`config.mk`:
```
export PLATFORM = sky130hd
export DESIGN_NAME = cond_jump_pc_flat
export DESIGN_NICKNAME = d
export VERILOG_FILES = /design/src/rtl/cond_jump_pc_pkg.sv /design/src/rtl/cond_jump_pc_if.sv /design/src/rtl/cond_jump_pc_jump_condition.sv /design/src/rtl/cond_jump_pc.sv /design/src/flat_wrapper.sv
export SDC_FILE = /design/constraint.sdc
export NUM_CORES = 1
export LEC_CHECK = 0
export ABC_AREA = 1
export CORE_AREA = 10 10 75 77
export DETAILED_ROUTE_END_ITERATION = 16
export DIE_AREA = 0 0 85 87
export PLACE_DENSITY = 0.88
export SYNTH_ARGS = -nofsm -noshare
export SYNTH_HDL_FRONTEND = slang
export SYNTH_SLANG_ARGS = --single-unit
```
`constraint.sdc`:
```
create_clock -name clk -period 4.4 [get_ports clk]
set_input_delay 1.32 -clock clk [delete_from_list [all_inputs] [get_ports clk]]
set_output_delay 1.32 -clock clk [all_outputs]
set_load 0.01 [all_outputs]
```
`src/rtl/cond_jump_pc_pkg.sv`:
```
`default_nettype none
// ============================================================================
// Module      : cond_jump_pc_pkg
// Description : Shared FSM encoding and jump-mask bit positions for the PC stage.
// Revision    : 1.0 - initial release
// ============================================================================
package cond_jump_pc_pkg;

   localparam int JMP_GT = 0;
   localparam int JMP_EQ = 1;
   localparam int JMP_LT = 2;

   typedef logic [2:0] jmp_mask_t;

   typedef enum logic [0:0] {
      ST_RUN    = 1'b0,
      ST_HALTED = 1'b1
   } state_t;

   function automatic jmp_mask_t pack_mask(input logic lt, input logic eq, input logic gt);
      jmp_mask_t m;
      m         = '0;
      m[JMP_LT] = lt;
      m[JMP_EQ] = eq;
      m[JMP_GT] = gt;
      return m;
   endfunction

endpackage
`default_nettype wire

```
`src/rtl/cond_jump_pc_if.sv`:
```
`default_nettype none
// ============================================================================
// Module      : cond_jump_pc_if
// Description : Instruction/status bundle between the sequencer and the PC stage.
// Revision    : 1.0 - initial release
// ============================================================================
interface cond_jump_pc_if #(
   parameter int WIDTH   = 16,
   parameter int COUNT_W = 8
);
   logic               instr_valid;
   logic               jmp_lt;
   logic               jmp_eq;
   logic               jmp_gt;
   logic [WIDTH-1:0]   alu_x;
   logic [WIDTH-1:0]   target_a;
   logic               resume;
   logic [WIDTH-1:0]   pc;
   logic               jump_taken;
   logic               halted;
   logic [COUNT_W-1:0] taken_count;

   modport master (
      output instr_valid, jmp_lt, jmp_eq, jmp_gt, alu_x, target_a, resume,
      input  pc, jump_taken, halted, taken_count
   );

   modport slave (
      input  instr_valid, jmp_lt, jmp_eq, jmp_gt, alu_x, target_a, resume,
      output pc, jump_taken, halted, taken_count
   );
endinterface
`default_nettype wire

```
`src/rtl/cond_jump_pc_jump_condition.sv`:
```
`default_nettype none
// ============================================================================
// Module      : jump_condition
// Description : Combinational LT/EQ/GT jump decision from the ALU result.
// Revision    : 1.0 - initial release
// ============================================================================
module jump_condition
   import cond_jump_pc_pkg::*;
#(
   parameter int WIDTH = 16
) (
   input  wire logic [WIDTH-1:0] alu_x,
   input  wire jmp_mask_t        mask,
   output logic                  take
);
   logic w_lt0;
   logic w_zero;
   logic w_gt0;

   // Sign comes from the MSB alone, as the gate-level less-than-zero logic does.
   assign w_lt0  = alu_x[WIDTH-1];
   assign w_zero = (alu_x == '0);
   assign w_gt0  = !w_lt0 && !w_zero;

   assign take = (mask[JMP_LT] & w_lt0)
               | (mask[JMP_EQ] & w_zero)
               | (mask[JMP_GT] & w_gt0);
endmodule
`default_nettype wire

```
`src/rtl/cond_jump_pc.sv`:
```
`default_nettype none
// ============================================================================
// Module      : cond_jump_pc
// Description : Conditional-jump program counter with self-jump halt detection.
// Revision    : 1.0 - initial release
// ============================================================================
module cond_jump_pc
   import cond_jump_pc_pkg::*;
#(
   parameter int               WIDTH    = 16,
   parameter int               COUNT_W  = 8,
   parameter logic [WIDTH-1:0] RESET_PC = '0
) (
   input wire logic      clk,
   input wire logic      rst,
   cond_jump_pc_if.slave bus
);
   localparam logic [WIDTH-1:0]   C_PC_ONE  = {{(WIDTH-1){1'b0}}, 1'b1};
   localparam logic [COUNT_W-1:0] C_CNT_ONE = {{(COUNT_W-1){1'b0}}, 1'b1};

   state_t             r_state;
   logic [WIDTH-1:0]   r_pc;
   logic               r_jump_taken;
   logic               r_halted;
   logic [COUNT_W-1:0] r_count;
   jmp_mask_t          w_mask;
   logic               w_take;

   assign w_mask = pack_mask(bus.jmp_lt, bus.jmp_eq, bus.jmp_gt);

   jump_condition #(
      .WIDTH (WIDTH)
   ) u_jump_condition (
      .alu_x (bus.alu_x),
      .mask  (w_mask),
      .take  (w_take)
   );

   always_ff @(posedge clk or posedge rst) begin
      if (rst) begin
         r_state      <= ST_RUN;
         r_pc         <= RESET_PC;
         r_jump_taken <= 1'b0;
         r_halted     <= 1'b0;
         r_count      <= '0;
      end else begin
         r_jump_taken <= 1'b0;
         case (r_state)
            ST_RUN: begin
               if (bus.instr_valid) begin
                  if (w_take) begin
                     r_pc         <= bus.target_a;
                     r_jump_taken <= 1'b1;
                     if (r_count != '1) begin
                        r_count <= r_count + C_CNT_ONE;
                     end
                     // A taken jump onto itself is the halt idiom.
                     if (bus.target_a == r_pc) begin
                        r_state  <= ST_HALTED;
                        r_halted <= 1'b1;
                     end
                  end else begin
                     r_pc <= r_pc + C_PC_ONE;
                  end
               end
            end
            ST_HALTED: begin
               if (bus.resume) begin
                  r_pc     <= r_pc + C_PC_ONE;
                  r_state  <= ST_RUN;
                  r_halted <= 1'b0;
               end
            end
            default: begin
               r_state  <= ST_RUN;
               r_halted <= 1'b0;
            end
         endcase
      end
   end

   assign bus.pc          = r_pc;
   assign bus.jump_taken  = r_jump_taken;
   assign bus.halted      = r_halted;
   assign bus.taken_count = r_count;
endmodule
`default_nettype wire

```
`src/flat_wrapper.sv`:
```
// flat-port wrapper written by rule: the top's interface ports become plain ports
module cond_jump_pc_flat import cond_jump_pc_pkg::*;
#(
   parameter int               WIDTH    = 16,
   parameter int               COUNT_W  = 8,
   parameter logic [WIDTH-1:0] RESET_PC = '0
)
  (clk, rst, bus_instr_valid, bus_jmp_lt, bus_jmp_eq, bus_jmp_gt, bus_alu_x, bus_target_a, bus_resume, bus_pc, bus_jump_taken, bus_halted, bus_taken_count);
  cond_jump_pc_if #(.WIDTH(WIDTH), .COUNT_W(COUNT_W)) bus_i ();
  input wire logic clk;
  input wire logic rst;
  input wire logic [$bits(bus_i.instr_valid)-1:0] bus_instr_valid;
  input wire logic [$bits(bus_i.jmp_lt)-1:0] bus_jmp_lt;
  input wire logic [$bits(bus_i.jmp_eq)-1:0] bus_jmp_eq;
  input wire logic [$bits(bus_i.jmp_gt)-1:0] bus_jmp_gt;
  input wire logic [$bits(bus_i.alu_x)-1:0] bus_alu_x;
  input wire logic [$bits(bus_i.target_a)-1:0] bus_target_a;
  input wire logic [$bits(bus_i.resume)-1:0] bus_resume;
  output wire logic [$bits(bus_i.pc)-1:0] bus_pc;
  output wire logic [$bits(bus_i.jump_taken)-1:0] bus_jump_taken;
  output wire logic [$bits(bus_i.halted)-1:0] bus_halted;
  output wire logic [$bits(bus_i.taken_count)-1:0] bus_taken_count;
  assign bus_i.instr_valid = bus_instr_valid;
  assign bus_i.jmp_lt = bus_jmp_lt;
  assign bus_i.jmp_eq = bus_jmp_eq;
  assign bus_i.jmp_gt = bus_jmp_gt;
  assign bus_i.alu_x = bus_alu_x;
  assign bus_i.target_a = bus_target_a;
  assign bus_i.resume = bus_resume;
  assign bus_pc = bus_i.pc;
  assign bus_jump_taken = bus_i.jump_taken;
  assign bus_halted = bus_i.halted;
  assign bus_taken_count = bus_i.taken_count;
  cond_jump_pc #(.WIDTH(WIDTH), .COUNT_W(COUNT_W), .RESET_PC(RESET_PC)) u_core (.clk(clk), .rst(rst), .bus(bus_i));
endmodule
```
==> summary.txt, run 1 <==
Run status
  – Status: finished clean

Cells and area
  – Post-route cell area: 2790 um2
  – Ratio of cells with drive above 1 in the final layout: 5.80%
  – Finished Layout Cells: 431
  – P&R area growth vs syn: 34.5%
  – Commonest non-fill, non-tap cell in the layout: nand2_1
  – Net count, final: 421
  – Commonest cells after routing, fill and taps aside: nand2_1, clkdlybuf4s50_1, nand3_1, inv_1, nor2_1
  – ANT cells: 0

Die
  – Starting Density: 49.1%
  – Top-Level Pins: 65
  – Die Span X: 85 um
  – Die ar.: 7400 um2
  – Die Y: 87 um
  – Core area: 4230 um2
  – Row count: 24

Clock tree
  – CTS buffer count: 3
  – Resized cells post-CTS: 0
  – Max Root-Sink Buffers: 2
  – Post-CTS Setup Bufs: 0
  – # clock sinks: 27
  – Post-CTS Hold Buffers: 0
  – TritonCTS clock tree: built
  – Clock Latency Late Sink: 0.27 ns
  – Root buf cell: clkbuf_8
  – Clock transition at path regs: 0.09 ns
  – Htree depth: 1

Timing
  – Min Clock Period, post-route: 2.72 ns
  – Sum of negative setup slack: 0 ns
  – Count of pins over their slew limit: 0
  – RSZ-0062 raised after global routing: no
  – Max Fclk: 0.367 GHz
  – Max Clock Skew: 0.00362 ns
  – Final period util: 61.9%
  – Max-slew headroom: 29.5%
  – Final setup fails: 0
  – Worst Max-Slew Pin Slew: 1.06 ns
  – Hold Worst Slack: 0.496 ns
  – Final Hold Fails: 0

Critical path
  – Reg2reg end: u_core.bus.pc[12]
  – Top cell by count, worst path: nand2_1
  – Buf+Inv Stages, Crit Path: 1
  – Setup crit start kind: primary input
  – Reg2reg path depth: 8
  – Critical R2R Launch: u_core.r_state
  – WP data arrival: 2.89 ns
  – Crit-path leading delay family: simple AND/OR/NAND/NOR gates
  – Register-to-register setup slack: 2.70 ns
  – Crit path required time: 4.57 ns
  – Max Fanout on Critical Path: 19
  – Crit-path slowest cell: clkdlybuf4s50_1
  – Worst setup EP type: flop
  – Max incr delay on CP: 0.44 ns
  – Critical path, cell by cell: clkdlybuf4s50_1 -> nor2_1 -> nand2_1 -> nor2_2 -> nand2_1 -> nand2_2 -> nand3_4 -> nand2_4 -> nand2_1 -> nand3_1 -> nand2_1
  – Worst setup path class: in -> reg

Global route
  – Number of global-route vias before repair: 2,133
  – Initial antenna violation count: 0
  – Largest net degree at the start of global routing: 28
  – First-pass GRT wire length: 9.80 mm
  – Total track usage: 15.7%
  – Global route total overflow: 0

Power
  – Sequential power share: 41.7%
  – Internal power: 542 uW
  – Peak VDD IR: 0.183 mV
  – Net switching power: 320 uW
  – LEAKAGE: 0.00135 uW
  – Pwr/cell area: 309 nW/um2
  – Sw Ratio: 37.1%
  – Overall power: 862 uW
  – Clock share of power: 16.9%
  – Gate power share: 41.3%

Job
  – # Max-Cap Violations: 0

Route
  – Drt initial violations: 106
  – Final WL: 5.74 mm
  – Initial DRT Pass Iterations: 4
  – DR vias: 2,099
  – Routed len/inst: 13.3 um
  – # DRC: 0
  – Via density: 4.87
  – Antenna-violating nets left: 0

Logic synthesis
  – Flop and latch count out of synthesis: 27
  – Synth warn: 0
  – Top cells by area, synth: dfrtp_1, nand2_1, nand3_1
  – Post-synthesis cell type count: 23
  – Post-Syn Instances: 316
  – Cell Area, Synth: 2080 um2
  – Syn nets: 357
  – Post-synth top area cell: dfrtp_1
  – Post-synth top area share: 32.5%
  – Syn avg cell area: 6.57 um2
  – Register area share after synthesis: 32.5%

Placed design
  – HPWL reported at the end of detailed placement: 4.45 mm
  – I/O Buffers: 64
  – Area post-placement: 2750 um2
  – Global placement routability congestion: 0.895
  – Dpl cells: 427

Worst hold path
  – Hold/Removal Path Class: reg -> reg
  – Worst hold path depth: 2
  – Startpoint of the worst hold path: u_core.bus.halted
  – Min-Delay Endpoint: u_core.bus.halted
==> state kept, by name (all words and copies together), names as in the netlist <==
| signal | count |
|---|---|
| u_core.bus.pc | 16 |
| u_core.bus.taken_count | 8 |
| u_core.bus.halted | 1 |
| u_core.bus.jump_taken | 1 |
| u_core.r_state | 1 |
==> worst register-to-register path, cell delays in order (launching register included) <==
cell and delay [ns]:
dfrtp_1 0.40, inv_2 0.29, nand2_1 0.09, inv_1 0.15, nor2_2 0.05, buf_4 0.20, inv_2 0.26, nand3_1 0.14
nand2_1 0.08
==> layer usage <==
metal | GRT usage, % | up-vias | routed length (um)
met5 | 0 | - | 0
met4 | 3.59 | 0 | 42
met3 | 4.40 | 6 | 401
met2 | 30.2 | 49 | 3100
met1 | 16.2 | 943 | 2190
li1 | - | 1101 | -
==> cells in the mapped netlist <==
library cell	number
nor3_1	2
nand3b_1	1
nand3_1	49
o21ai_2	7
nand2_4	1
dfrtp_1	27
or2_2	3
inv_2	2
nor2_1	31
clkbuf_1	2
ha_1	2
inv_1	42
nand4_1	4
nand2_1	110
buf_4	1
buf_6	2
nand2_2	1
nor2_2	2
xor2_1	12
buf_2	1
o21ai_0	1
xnor2_1	11
nand3_4	2
==> logic make-up after synthesis <==
family / count (synthesis) / synth area share [%]
AND/OR/NAND/NOR: 206 / 43.4
buffers and inverters: 50 / 10.0
flip-flops: 27 / 32.5
XOR/XNOR: 23 / 9.70
AO/OA/AOI/OAI: 8 / 3.19
adder cells (fa/ha/maj): 2 / 1.20
==> cell type report <==
type / instances / area [um2]
Tap cell: 52 / 65.1
Multi-Input combinational cell: 239 / 1190
Fill cell: 386 / 1440
Timing Repair Buffer: 65 / 648
Inverter: 44 / 165
Sequential cell: 27 / 676
Clock buffer: 4 / 45.0
==> worst max path at each step <==
stage | startpoint | end | slack [ns] | cells past startpoint
3_5_place_dp | bus_alu_x[15] | u_core.bus.pc[10] | 1.38 | 11
2_1_floorplan | bus_alu_x[15] | u_core.bus.taken_count[7] | 2.07 | 9
6_report | bus_alu_x[15] | u_core.bus.pc[2] | 1.68 | 11
3_3_place_gp | bus_alu_x[15] | u_core.bus.pc[9] | 1.43 | 11
4_1_cts | bus_alu_x[15] | u_core.bus.pc[10] | 1.68 | 11
5_1_grt | bus_alu_x[15] | u_core.bus.pc[13] | 1.53 | 11
==> power groups by stage <==
stage	sequential, uW	combinational [uW]	clock (uW)
after detailed placement	363	359	0
after global routing	370	403	155
after CTS	359	362	150
final	360	356	146
after global placement	360	349	0
after floorplan	369	185	0
==> metrics by stage <==
step | setup WS, ns | utilization [%]
floorplan | 2.07 | -
global placement | 1.43 | 64.9
detailed placement | 1.38 | 64.9
CTS | 1.68 | 66.0
global route | 1.53 | 66.0
finish | 1.68 | 66.0
(Power assumes the default switching activity.)
==> run 2: changes to the inputs <==
--- a/config.mk
+++ b/config.mk
@@ -6,10 +6,10 @@
 export NUM_CORES = 1
 export LEC_CHECK = 0
 export ABC_AREA = 1
-export CORE_AREA = 10 10 75 77
+export CORE_AREA = 10 10 82 84
 export DETAILED_ROUTE_END_ITERATION = 16
-export DIE_AREA = 0 0 85 87
-export PLACE_DENSITY = 0.88
+export DIE_AREA = 0 0 92 94
+export PLACE_DENSITY = 0.77
 export SYNTH_ARGS = -nofsm -noshare
 export SYNTH_HDL_FRONTEND = slang
 export SYNTH_SLANG_ARGS = --single-unit
==> constraint.sdc (replaced) <==
create_clock -name clk -period 2.2 [get_ports clk]
set_input_delay 0.66 -clock clk [delete_from_list [all_inputs] [get_ports clk]]
set_output_delay 0.66 -clock clk [all_outputs]
set_load 0.01 [all_outputs]
==> run 2 against run 1 <==
First-iteration DRC count increased by 12%. Non-clock buffer count increased by 4. Clock skew increased by 0.011 ns. Register-to-register slack got worse by 2.1 ns. Global-route usage decreased by 2.3 points. Worst setup slack got worse by 1.5 ns. Clock-buffer cell count decreased by 1.
==> summary.txt, run 2 (synthesis results as in run 1) <==
Timing
  – Worst Max-Slew Pin Slew: 0.371 ns (was 1.06 ns)
  – Max Fclk: 0.495 GHz
  – RSZ-0062 raised after global routing: no (unchanged)
  – Sum of negative setup slack: 0 ns (unchanged)
  – Count of pins over their slew limit: 0 (unchanged)
  – Min Clock Period, post-route: 2.02 ns
  – Final Hold Fails: 0 (unchanged)
  – Final period util: 91.9%
  – Final setup fails: 0 (unchanged)
  – Max-slew headroom: 75.2% (was 29.5%)
  – Max Clock Skew: 0.0148 ns (was 0.00362 ns)

Critical path
  – Crit-path leading delay family: buffers and inverters (was simple AND/OR/NAND/NOR gates)
  – WP data arrival: 1.36 ns (was 2.89 ns)
  – Max incr delay on CP: 0.59 ns (was 0.44 ns)
  – Critical path, cell by cell: clkdlybuf4s50_1 (was clkdlybuf4s50_1 -> nor2_1 -> nand2_1 -> nor2_2 -> nand2_1 -> nand2_2 -> nand3_4 -> nand2_4 -> nand2_1 -> nand3_1 -> nand2_1)
  – Worst setup path class: reg -> out (was in -> reg)
  – Buf+Inv Stages, Crit Path: 1 (unchanged)
  – Crit-path slowest cell: clkdlybuf4s50_1 (unchanged)
  – Max Fanout on Critical Path: 6 (was 19)
  – Setup crit start kind: flop (was primary input)
  – Crit path required time: 1.54 ns (was 4.57 ns)
  – Worst setup EP type: output pin (was flop)

Global route
  – Initial antenna violation count: 0 (unchanged)
  – Number of global-route vias before repair: 2,091 (was 2,133)
  – Met3 Use GR: 3.92% (was 4.40%)
  – First-pass GRT wire length: 9.67 mm (was 9.80 mm)
  – Global route total overflow: 0 (unchanged)
  – Total track usage: 13.3% (was 15.7%)
  – Met2 Resource Use GR: 25.3% (was 30.2%)
  – Gr busiest metal: met2 (unchanged)
  – GR Layer Usage met1: 14.0% (was 16.2%)
  – Largest net degree at the start of global routing: 28 (unchanged)

Cells and area
  – Commonest cells after routing, fill and taps aside: nand2_1, clkdlybuf4s50_1, nand3_1, inv_1, nor2_1 (unchanged)
  – Net count, final: 425 (was 421)
  – ANT cells: 0 (unchanged)
  – Fillcell total: 499 (was 386)
  – Ratio of cells with drive above 1 in the final layout: 7.05% (was 5.80%)
  – Largest register FFs: 16 (unchanged)
  – Register area: 676 um2 (unchanged)
  – Fin util: 56.1% (was 66.0%)
  – Area used by multi-input combinational logic: 1190 um2 (unchanged)
  – P&R area growth vs syn: 37.0% (was 34.5%)
  – Commonest non-fill, non-tap cell in the layout: nand2_1 (unchanged)

Power
  – Sequential power share: 41.4% (was 41.7%)
  – Pwr/cell area: 607 nW/um2 (was 309 nW/um2)
  – Internal power: 1090 uW (was 542 uW)
  – Gate power share: 41.6% (was 41.3%)
  – Overall power: 1730 uW (was 862 uW)
  – Sw Ratio: 37.1% (about the same)
  – Clock share of power: 17.0% (was 16.9%)
  – Peak VDD IR: 0.613 mV (was 0.183 mV)
  – Net switching power: 642 uW (was 320 uW)
  – LEAKAGE: 0.00137 uW (was 0.00135 uW)

Route
  – # DRC: 0 (unchanged)
  – Via density: 4.68 (was 4.87)
  – Initial DRT Pass Iterations: 4 (unchanged)
  – Final WL: 5.64 mm (was 5.74 mm)
  – Antenna-violating nets left: 0 (unchanged)
  – Drt initial violations: 119 (was 106)
  – DR vias: 2,122 (was 2,099)
  – Routed len/inst: 12.4 um (was 13.3 um)

Clock tree
  – Max Root-Sink Buffers: 2 (unchanged)
  – CTS buffer count: 3 (unchanged)
  – Clock transition at path regs: 0.10 ns (was 0.09 ns)
  – Root buf cell: clkbuf_8 (unchanged)
  – Clock Latency Late Sink: 0.29 ns (was 0.27 ns)
  – TritonCTS clock tree: built (unchanged)
  – # clock sinks: 27 (unchanged)
  – Post-CTS Setup Bufs: 0 (unchanged)
  – Resized cells post-CTS: 0 (unchanged)
  – Htree depth: 1 (unchanged)
  – Post-CTS Hold Buffers: 0 (unchanged)

Worst hold path
  – Hold/Removal Path Class: reg -> reg (unchanged)

Die
  – Top-Level Pins: 65 (unchanged)
  – Starting Density: 40.9% (was 49.1%)
  – Die Y: 94 um (was 87 um)
  – Die ar.: 8650 um2 (was 7400 um2)
  – Core area: 5070 um2 (was 4230 um2)
  – Row count: 26 (was 24)
  – Die Span X: 92 um (was 85 um)

Job
  – # Max-Cap Violations: 0 (unchanged)

Run status
  – Status: finished clean (unchanged)

Placed design
  – HPWL reported at the end of detailed placement: 4.42 mm (was 4.45 mm)
  – I/O Buffers: 64 (unchanged)
  – Global placement routability congestion: 0.831 (was 0.895)
[run 2: changes by cell type in the layout (fill, tap and decap cells not counted), sizes merged]
cell and change:
clkinv +1, buf +4, clkbuf -1
[run 2: cell type report]
class | count | share of cell area (%)
tap | 70 | 3.08
clock buffer | 3 | 1.45
timing repair buffer | 69 | 23.8
inverter | 44 | 5.80
sequential | 27 | 23.7
clock inverter | 1 | 0.176
multi-input combinational | 239 | 41.9
[run 2: worst paths after layout]
kind	depth (start not counted)	slack, ns	from	end
max	1	0.18	u_core.bus.pc[3]	bus_pc[3]
min	2	0.50	u_core.bus.halted	u_core.bus.halted
max reg2reg	9	0.58	u_core.bus.pc[0]	u_core.bus.pc[14]
min reg2reg	2	0.50	u_core.bus.halted	u_core.bus.halted
max in group asynchronous	3	1.19	rst	u_core.bus.halted
min in group asynchronous	3	0.73	rst	u_core.bus.pc[10]
[run 2: per-stage QoR]
step	hold slack, ns	cell area [um2]	instances	setup WS [ns]
4_1_cts	0.507	2850	453	0.172
3_3_place_gp	0.466	2800	449	0.0614
2_1_floorplan	0.512	2080	316	0.527
3_5_place_dp	0.486	2800	449	0.0130
5_1_grt	0.545	2850	453	0.117
6_report	0.500	2850	453	0.179
[run 2: per-layer routing]
layer,up-vias,part of all wire [%]
met1,942,39
met5,-,0
li1,1111,-
met4,0,1.4
met2,61,53
met3,8,7.1
[run 2: power groups by stage]
stage / Clock [uW] / Sequential (uW) / Combinational [uW]
detailed placement: 0 / 724 / 724
floorplan: 0 / 739 / 371
finish: 294 / 716 / 719
global route: 317 / 739 / 815
global placement: 0 / 723 / 708
CTS: 300 / 717 / 728
